## src/rtl/qa_capture_replay_pkg.sv

```systemverilog
// qa_capture_replay_pkg: shared definitions for the capture/replay buffer.
// Holds the mode-FSM state encoding, the command opcodes and response codes
// carried in the top four bits of the message words, and a helper that sizes
// the sample counter.
package qa_capture_replay_pkg;

   // Numeric values are reported verbatim in the STAT response state field.
   typedef enum logic [1:0] {
      StIdle    = 2'd0,
      StCapture = 2'd1,
      StReplay  = 2'd2
   } state_e;

   localparam int unsigned OpcodeBits = 4;

   // Command opcodes (in_msg top nibble)
   localparam logic [3:0] OpCapture = 4'd1;
   localparam logic [3:0] OpReplay  = 4'd2;
   localparam logic [3:0] OpClear   = 4'd3;
   localparam logic [3:0] OpStatus  = 4'd4;

   // Response codes (out_msg top nibble)
   localparam logic [3:0] RespDoneCap = 4'd8;
   localparam logic [3:0] RespDoneRep = 4'd9;
   localparam logic [3:0] RespStat    = 4'd10;

   // Counter width able to hold the value DEPTH itself.
   function automatic int unsigned count_bits(input int unsigned depth);
      return $clog2(depth + 1);
   endfunction

endpackage

```

## src/rtl/qa_buffer_ram.sv

```systemverilog
// qa_buffer_ram: simple dual-port sample store, DEPTH x DW.
// Synchronous write; registered read with one cycle of latency. The read
// register is reset so the replay outputs start at zero; the array is not.
//   clk, rst_n        clock, asynchronous active-low reset
//   wr_en/addr/data   write port
//   rd_en/addr        read request
//   rd_data           registered read data
module qa_buffer_ram #(
   parameter int unsigned DEPTH = 64,
   parameter int unsigned DW    = 33
) (
   input  logic                     clk,
   input  logic                     rst_n,
   input  logic                     wr_en,
   input  logic [$clog2(DEPTH)-1:0] wr_addr,
   input  logic [DW-1:0]            wr_data,
   input  logic                     rd_en,
   input  logic [$clog2(DEPTH)-1:0] rd_addr,
   output logic [DW-1:0]            rd_data
);

   logic [DW-1:0] mem [DEPTH];

   always_ff @(posedge clk) begin
      if (wr_en) begin
         mem[wr_addr] <= wr_data;
      end
   end

   always_ff @(posedge clk or negedge rst_n) begin
      if (!rst_n) begin
         rd_data <= '0;
      end else if (rd_en) begin
         rd_data <= mem[rd_addr];
      end
   end

endmodule

```

## src/rtl/qa_capture_replay.sv

```systemverilog
// qa_capture_replay: message-controlled capture/replay buffer for QA.
// Commands on in_msg select capture of up to DEPTH {meta,data} samples from
// the in_* stream, replay of the stored samples on out_*, clear, or status.
// Completion and status words are returned on out_msg; protocol violations
// raise the sticky error output until CLEAR or reset.
//   clk, rst_n               clock, asynchronous active-low reset
//   in_data/in_nd/in_m       sample stream being captured
//   in_msg/in_msg_nd         command word
//   out_data/out_nd/out_m    replayed sample stream
//   out_msg/out_msg_nd       response word
//   error                    sticky protocol error
module qa_capture_replay
   import qa_capture_replay_pkg::*;
#(
   parameter int unsigned WIDTH     = 32,
   parameter int unsigned MWIDTH    = 1,
   parameter int unsigned MSG_WIDTH = 32,
   parameter int unsigned DEPTH     = 64
) (
   input  logic                 clk,
   input  logic                 rst_n,
   input  logic [WIDTH-1:0]     in_data,
   input  logic                 in_nd,
   input  logic [MWIDTH-1:0]    in_m,
   input  logic [MSG_WIDTH-1:0] in_msg,
   input  logic                 in_msg_nd,
   output logic [WIDTH-1:0]     out_data,
   output logic                 out_nd,
   output logic [MWIDTH-1:0]    out_m,
   output logic [MSG_WIDTH-1:0] out_msg,
   output logic                 out_msg_nd,
   output logic                 error
);

   localparam int unsigned CW = count_bits(DEPTH);
   localparam int unsigned AW = $clog2(DEPTH);
   localparam int unsigned DW = WIDTH + MWIDTH;

   state_e               state_q, state_d;
   logic [CW-1:0]        count_q, count_d;
   logic [CW-1:0]        target_q, target_d;
   logic [CW-1:0]        rd_idx_q, rd_idx_d;
   logic                 rd_valid_q, rd_valid_d;
   logic                 rd_last_q, rd_last_d;
   logic                 error_q, error_d;
   logic                 pend_q, pend_d;
   logic [MSG_WIDTH-1:0] pend_msg_q, pend_msg_d;
   logic [MSG_WIDTH-1:0] msg_q, msg_d;
   logic                 msg_nd_q, msg_nd_d;

   logic [3:0]           opcode;
   logic [CW-1:0]        arg;
   logic [CW-1:0]        cap_len;
   logic                 cmd_clear;
   logic                 wr_en, rd_en;
   logic                 done_v, stat_req;
   logic [MSG_WIDTH-1:0] done_msg, stat_msg;
   logic [DW-1:0]        rd_data;

   assign opcode    = in_msg[MSG_WIDTH-1 -: OpcodeBits];
   assign arg       = in_msg[CW-1:0];
   assign cap_len   = (arg == '0 || arg > CW'(DEPTH)) ? CW'(DEPTH) : arg;
   assign cmd_clear = in_msg_nd && (opcode == OpClear);

   // Bits between the opcode and the argument carry nothing; the top read
   // index bit only matters for the end-of-replay compare.
   logic unused_bits;
   assign unused_bits = ^{in_msg[MSG_WIDTH-OpcodeBits-1:CW], rd_idx_q[CW-1:AW]};

   function automatic logic [MSG_WIDTH-1:0] resp(input logic [3:0]  code,
                                                  input logic [CW+2:0] body);
      logic [MSG_WIDTH-1:0] w;
      w = '0;
      w[MSG_WIDTH-1 -: OpcodeBits] = code;
      w[CW+2:0] = body;
      return w;
   endfunction

   qa_buffer_ram #(
      .DEPTH (DEPTH),
      .DW    (DW)
   ) u_ram (
      .clk     (clk),
      .rst_n   (rst_n),
      .wr_en   (wr_en),
      .wr_addr (count_q[AW-1:0]),
      .wr_data ({in_m, in_data}),
      .rd_en   (rd_en),
      .rd_addr (rd_idx_q[AW-1:0]),
      .rd_data (rd_data)
   );

   // Mode FSM, counters and command decode.
   always_comb begin
      state_d    = state_q;
      count_d    = count_q;
      target_d   = target_q;
      rd_idx_d   = rd_idx_q;
      rd_valid_d = 1'b0;
      rd_last_d  = 1'b0;
      error_d    = error_q;
      wr_en      = 1'b0;
      rd_en      = 1'b0;
      done_v     = 1'b0;
      done_msg   = '0;
      stat_req   = 1'b0;

      unique case (state_q)
         StCapture: begin
            if (in_nd && !cmd_clear) begin
               wr_en   = 1'b1;
               count_d = count_q + CW'(1);
               if (count_d == target_q) begin
                  done_v   = 1'b1;
                  done_msg = resp(RespDoneCap, {3'b000, count_d});
                  state_d  = StIdle;
               end
            end
         end
         StReplay: begin
            rd_en      = 1'b1;
            rd_valid_d = 1'b1;
            rd_idx_d   = rd_idx_q + CW'(1);
            if (rd_idx_d == count_q) begin
               rd_last_d = 1'b1;
               state_d   = StIdle;
            end
         end
         default: ;
      endcase

      // Last replayed sample is on the outputs now; completion follows it.
      if (rd_last_q) begin
         done_v   = 1'b1;
         done_msg = resp(RespDoneRep, {3'b000, count_q});
      end

      if (in_msg_nd) begin
         case (opcode)
            OpCapture: begin
               if (state_q == StIdle) begin
                  state_d  = StCapture;
                  count_d  = '0;
                  target_d = cap_len;
               end else begin
                  error_d = 1'b1;
               end
            end
            OpReplay: begin
               if (state_q != StIdle) begin
                  error_d = 1'b1;
               end else if (count_q == '0) begin
                  done_v   = 1'b1;
                  done_msg = resp(RespDoneRep, '0);
               end else begin
                  state_d  = StReplay;
                  rd_idx_d = '0;
               end
            end
            OpClear: begin
               state_d    = StIdle;
               count_d    = '0;
               error_d    = 1'b0;
               // Abort any read issued this cycle so no sample escapes late.
               rd_valid_d = 1'b0;
               rd_last_d  = 1'b0;
            end
            OpStatus: stat_req = 1'b1;
            default:  error_d = 1'b1;
         endcase
      end
   end

   // Status reflects the state as it will be on the next cycle.
   assign stat_msg = resp(RespStat, {state_d, error_q, count_d});

   // Response mux: completion wins, a colliding STAT waits one cycle.
   always_comb begin
      msg_nd_d   = 1'b0;
      msg_d      = '0;
      pend_d     = pend_q;
      pend_msg_d = pend_msg_q;
      if (done_v) begin
         msg_nd_d = 1'b1;
         msg_d    = done_msg;
         if (stat_req) begin
            pend_d     = 1'b1;
            pend_msg_d = stat_msg;
         end
      end else if (pend_q) begin
         msg_nd_d = 1'b1;
         msg_d    = pend_msg_q;
         pend_d   = 1'b0;
      end else if (stat_req) begin
         msg_nd_d = 1'b1;
         msg_d    = stat_msg;
      end
   end

   // error_d is final here: a STATUS arriving while one is pending is dropped.
   logic error_nxt;
   assign error_nxt = error_d || (stat_req && pend_q);

   always_ff @(posedge clk or negedge rst_n) begin
      if (!rst_n) begin
         state_q    <= StIdle;
         count_q    <= '0;
         target_q   <= '0;
         rd_idx_q   <= '0;
         rd_valid_q <= 1'b0;
         rd_last_q  <= 1'b0;
         error_q    <= 1'b0;
         pend_q     <= 1'b0;
         pend_msg_q <= '0;
         msg_q      <= '0;
         msg_nd_q   <= 1'b0;
      end else begin
         state_q    <= state_d;
         count_q    <= count_d;
         target_q   <= target_d;
         rd_idx_q   <= rd_idx_d;
         rd_valid_q <= rd_valid_d;
         rd_last_q  <= rd_last_d;
         error_q    <= error_nxt;
         pend_q     <= pend_d;
         pend_msg_q <= pend_msg_d;
         msg_q      <= msg_d;
         msg_nd_q   <= msg_nd_d;
      end
   end

   assign out_data   = rd_data[WIDTH-1:0];
   assign out_m      = rd_data[DW-1 -: MWIDTH];
   assign out_nd     = rd_valid_q;
   assign out_msg    = msg_q;
   assign out_msg_nd = msg_nd_q;
   assign error      = error_q;

endmodule

```

## config.mk

```make
export PLATFORM = sky130hd
export DESIGN_NAME = qa_capture_replay
export DESIGN_NICKNAME = d
export VERILOG_FILES = /design/src/rtl/qa_capture_replay_pkg.sv /design/src/rtl/qa_buffer_ram.sv /design/src/rtl/qa_capture_replay.sv
export SDC_FILE = /design/constraint.sdc
export NUM_CORES = 2
export LEC_CHECK = 0
export ABC_AREA = 1
export BUFFER_PORTS_ARGS = -buffer_cell sky130_fd_sc_hd__buf_2
export CAP_MARGIN = 30
export CORE_MARGIN = 1
export CORE_UTILIZATION = 50
export CTS_BUF_LIST = sky130_fd_sc_hd__clkbuf_4
export DETAILED_ROUTE_END_ITERATION = 8
export PLACE_DENSITY = 0.65
export SKIP_CTS_REPAIR_TIMING = 1
export SLEW_MARGIN = 20
export SYNTH_ARGS = -nofsm -noshare
export SYNTH_HDL_FRONTEND = slang
export SYNTH_HIERARCHICAL = 1
export SYNTH_SLANG_ARGS = --single-unit
```

## constraint.sdc

```tcl
create_clock -name clk -period 9 [get_ports clk]
set_clock_uncertainty 0.05 [all_clocks]
set_input_delay 0.9 -clock clk [delete_from_list [all_inputs] [get_ports clk]]
set_output_delay 0.9 -clock clk [all_outputs]
set_load 0.02 [all_outputs]
```

==> results.yml <==
outcome:
  status: "completed"
routing:
  drtPass1Iterations: 6
  drc_errors: 0
  ant_nets: 0
  drt_iter0_drc: 6625
  vias: 59750
  via_per_inst: 5.734
  wl_um: 234400
  routedWlPerCell_um: 22.49
pwr:
  vdd_ir_drop_max_mv: 0.3870
  combPwrFrac_pct: 32.8
  power.total_mw: 29.42
  p_leak_nw: 35.55
  p_clk_share_pct: 27.3
  power_density_nw_per_um2: 298.6
  swShare_pct: 38.12
  switching_power_mw: 11.22
  p_int_mw: 18.21
  power_frac_seq_pct: 39.8
worst_setup_path:
  crit_type: "register to register"
  cpMostUsedCell: "nand3_1"
  crit_buf_inv: 3
  max_stage_delay_ns: 0.88
  crit_cells: 10
  critPathSlowestCell: "dfrtp_4"
  r2r_setup_slack_ns: 4.23
  startpoint_type: "register"
  worst_setup_path_end_kind: "register"
  timing.rr.end: "u_ram/rd_data[32]"
  crit_end: "u_ram/rd_data[32]"
  worstPathArrival_ns: 5.90
  critPathTopFamily: "buffers and inverters"
  path_cells: "buf_4 > buf_4 > buf_4 > nand3_1 > nand3_1 > nand3_1 > nand3_1 > nand3_1 > nand3_1 > nand2_1"
  worstPathRequired_ns: 10.13
  cp_max_fo: 65
  critical_path.startpoint: "rd_idx_q[1]"
  rr_startpoint: "rd_idx_q[1]"
  r2r.worst_path.cells: 10
place:
  numPortBuffers: 96
  place.gp.congestion: 0.8828
  dp_hpwl_um: 117600
  place_inst: 9478
global_routing:
  grt_max_degree: 216
  antenna_found_initial: 11
  grt_usage_pct: 25.90
  grt_overflow_total: 0
  grt_pass1_wl_um: 350500
  grt_pass1_vias: 57910
clock_tree:
  cts_tree: "done"
  worstSkewPairLatency_ns: 1.38
  clkSinkCount: 2197
  htreeDepth: 6
  cts_buffers: 571
  cts_buffer_depth: 4
  root_buffer: "clkbuf_4"
  path_clk_slew_ns: 0.06
synth:
  synth_cells: 7374
  synth-edff-count: 2112
  synth_cell_types: 47
  synthArstFlopShare_pct: 3.869
  ys_ff_latch: 2197
  ys_seq_area_share_pct: 73.67
  syn-cell-area_um2: 88980
  yosys_warnings: 6
  synthFlopType: "edfxtp_1"
  postSynthAreaPerCell_um2: 12.07
sta:
  hold_slack_ns: 0.008102
  tns_ns: 0
  fin_crit_ns: 4.767
  tightest_slew_ns: 1.178
  timing.final.crit_share_pct: 52.96
  finalSetupViolCount: 0
  maxSlewHeadroom_pct: 21.46
  max_freq_mhz: 209.8
  slew_viol_final: 0
  rsz0062_at_grt: "false"
  finalHoldViolations: 0
cells_and_area:
  finalNonFillerCells: 10420
  area_growth_pct: 10.76
  layout.nets: 7815
  drive_gt1_share_pct: 14.86
  nFillCells: 14650
worst_hold_path:
  min-delay-path-class: "input pin to register"
floorplan:
  num_rows: 154
  core_um2: 176500
  die_w_um: 423.9
  die_h_um: 423.9
  start_util_pct: 50.41
  top_level_ports: 137
  die-area_um2: 179700
job:
  drv_cap: 0
-- worst min-delay path by stage --
| stage | startpoint | to | slack, ns | depth (start not counted) |
|---|---|---|---|---|
| finish | in_data[21] | u_ram/mem[7][21] | 0.008 | 1 |
| CTS | rst_n | rd_idx_q[3] | -0.65 | 1 |
| global placement | pend_msg_q[29] | pend_msg_q[29] | 0.41 | 1 |
| global route | in_data[11] | u_ram/mem[6][11] | -0.03 | 1 |
| detailed placement | u_ram/rd_data[13] | u_ram/rd_data[13] | 0.42 | 2 |
| floorplan | pend_msg_q[29] | pend_msg_q[29] | 0.39 | 1 |
-- layout by cell type (no fill, tap or decap), types with 4 or more instances in the layout --
cell type      instances
nor2_4                59
buf_4                126
o31ai_1                4
diode_2               13
dlygate4sd3_1         26
buf_2                 90
inv_2                 18
dfrtp_1               79
nand3_1             2115
nor4_2                 8
conb_1                19
clkinv_2               5
o21ai_0               23
buf_6                  6
dfrtp_4                5
bufinv_16              4
nand2_1             2293
clkinv_1              55
nor3_1                 4
nand2_2                5
buf_12                26
a21oi_1                7
nand4_1               11
ha_1                   5
edfxtp_1            2112
clkbuf_4             820
inv_1                 60
nor2_1                30
o21ai_2                8
-- kinds of logic (layout without fill, tap and decap cells) --
kind of cell	count (synthesis)	in the layout	synth area share, %
adder cells (fa/ha/maj)	6	6	0.08437
flip-flops	2197	2197	73.67
AND/OR/NAND/NOR	4538	4538	22.28
AO/OA/AOI/OAI	59	59	0.4345
other	1	32	0.004214
buffers and inverters	567	1242	3.461
XOR/XNOR	6	6	0.06751
-- sequential cells by signal (all words and copies together) (netlist names), 2 cells and up --
name and cells:
rd_idx_q 7, target_q 7, u_ram/mem 2112, out_msg 13
pend_msg_q 11, count_q 7, u_ram/rd_data 33, state_q 2
-- per-stage QoR --
| step | util [%] | cell area [um^2] | worst slack [ns] |
|---|---|---|---|
| floorplan | - | 89050 | 3.192 |
| global placement | 51.72 | 91280 | 4.275 |
| detailed placement | 51.91 | 91620 | 4.264 |
| CTS | 55.63 | 98190 | 4.235 |
| global route | 55.83 | 98540 | 4.084 |
| finish | 55.84 | 98550 | 4.233 |
-- area by class of cell --
cell class              count  area (um^2)  share of cell area, %
inverters                  67        290.3                 0.2945
flip-flops and latches   2197        65570                  66.53
diodes                     13        32.53                0.03301
clock buffers             820         6156                  6.246
clock inverters            80        412.9                 0.4190
multi-input cells        4628        20890                  21.20
well taps                2340         2928                  2.971
repair buffers            275         2272                  2.306
-- synth_stat cells, types with 2 or more instances --
cell         n  area (um^2)
edfxtp_1  2112        63420
clkbuf_1   100        375.4
nand4_1     11        68.82
buf_2      220         1101
o211ai_1     3        22.52
inv_1       62        232.7
nor2_2       2        12.51
buf_6       38        427.9
a21oi_1      7        35.03
o31ai_1      4        30.03
nand2_4      3        33.78
a22oi_1      2        15.01
nor2_1      86        322.8
buf_12       3        60.06
dfrtp_1     85         2127
xnor2_1      3        26.28
o311ai_1     3        26.28
nor2_4       3        33.78
ha_1         6        75.07
buf_1       53        198.9
xor2_1       2        17.52
a22o_1       3        26.28
buf_8        2        30.03
o21ai_2      8        70.07
nand3_2      2        20.02
o21ai_0     23        115.1
nand2_1   2293         8607
nor3_1       4        20.02
nor4_1      10        62.56
nand3_1   2115        10590
nand2_2      5        31.28
inv_2        2        7.510
a211oi_1     2        15.01
buf_4       84        630.6
-- worst reg2reg max path: stages (launching register included) --
cell and delay, ns:
dfrtp_4 0.88, buf_4 0.81, buf_4 0.76, buf_4 0.87, nand3_1 0.26, nand3_1 0.13
nand3_1 0.09, nand3_1 0.13, nand3_1 0.22, nand3_1 0.34, nand2_1 0.10
-- per-layer routing --
metal | GRT usage (%) | part of all wire, % | vias to the layer above
met5 | 0 | 0.0094 | -
li1 | - | - | 27260
met1 | 34.98 | 40 | 29130
met2 | 41.08 | 47 | 2904
met4 | 10.48 | 3.2 | 4
met3 | 5.412 | 9.3 | 455
-- power groups by stage --
stage / Combinational (mW) / Clock, mW / Sequential [mW]
CTS: 9.49 / 8.20 / 11.7
global placement: 9.29 / 0 / 11.9
global route: 10.5 / 8.73 / 11.7
finish: 9.65 / 8.05 / 11.7
floorplan: 6.72 / 0 / 11.8
detailed placement: 9.46 / 0 / 11.9
No activity file was read; power rests on OpenSTA's default activity.
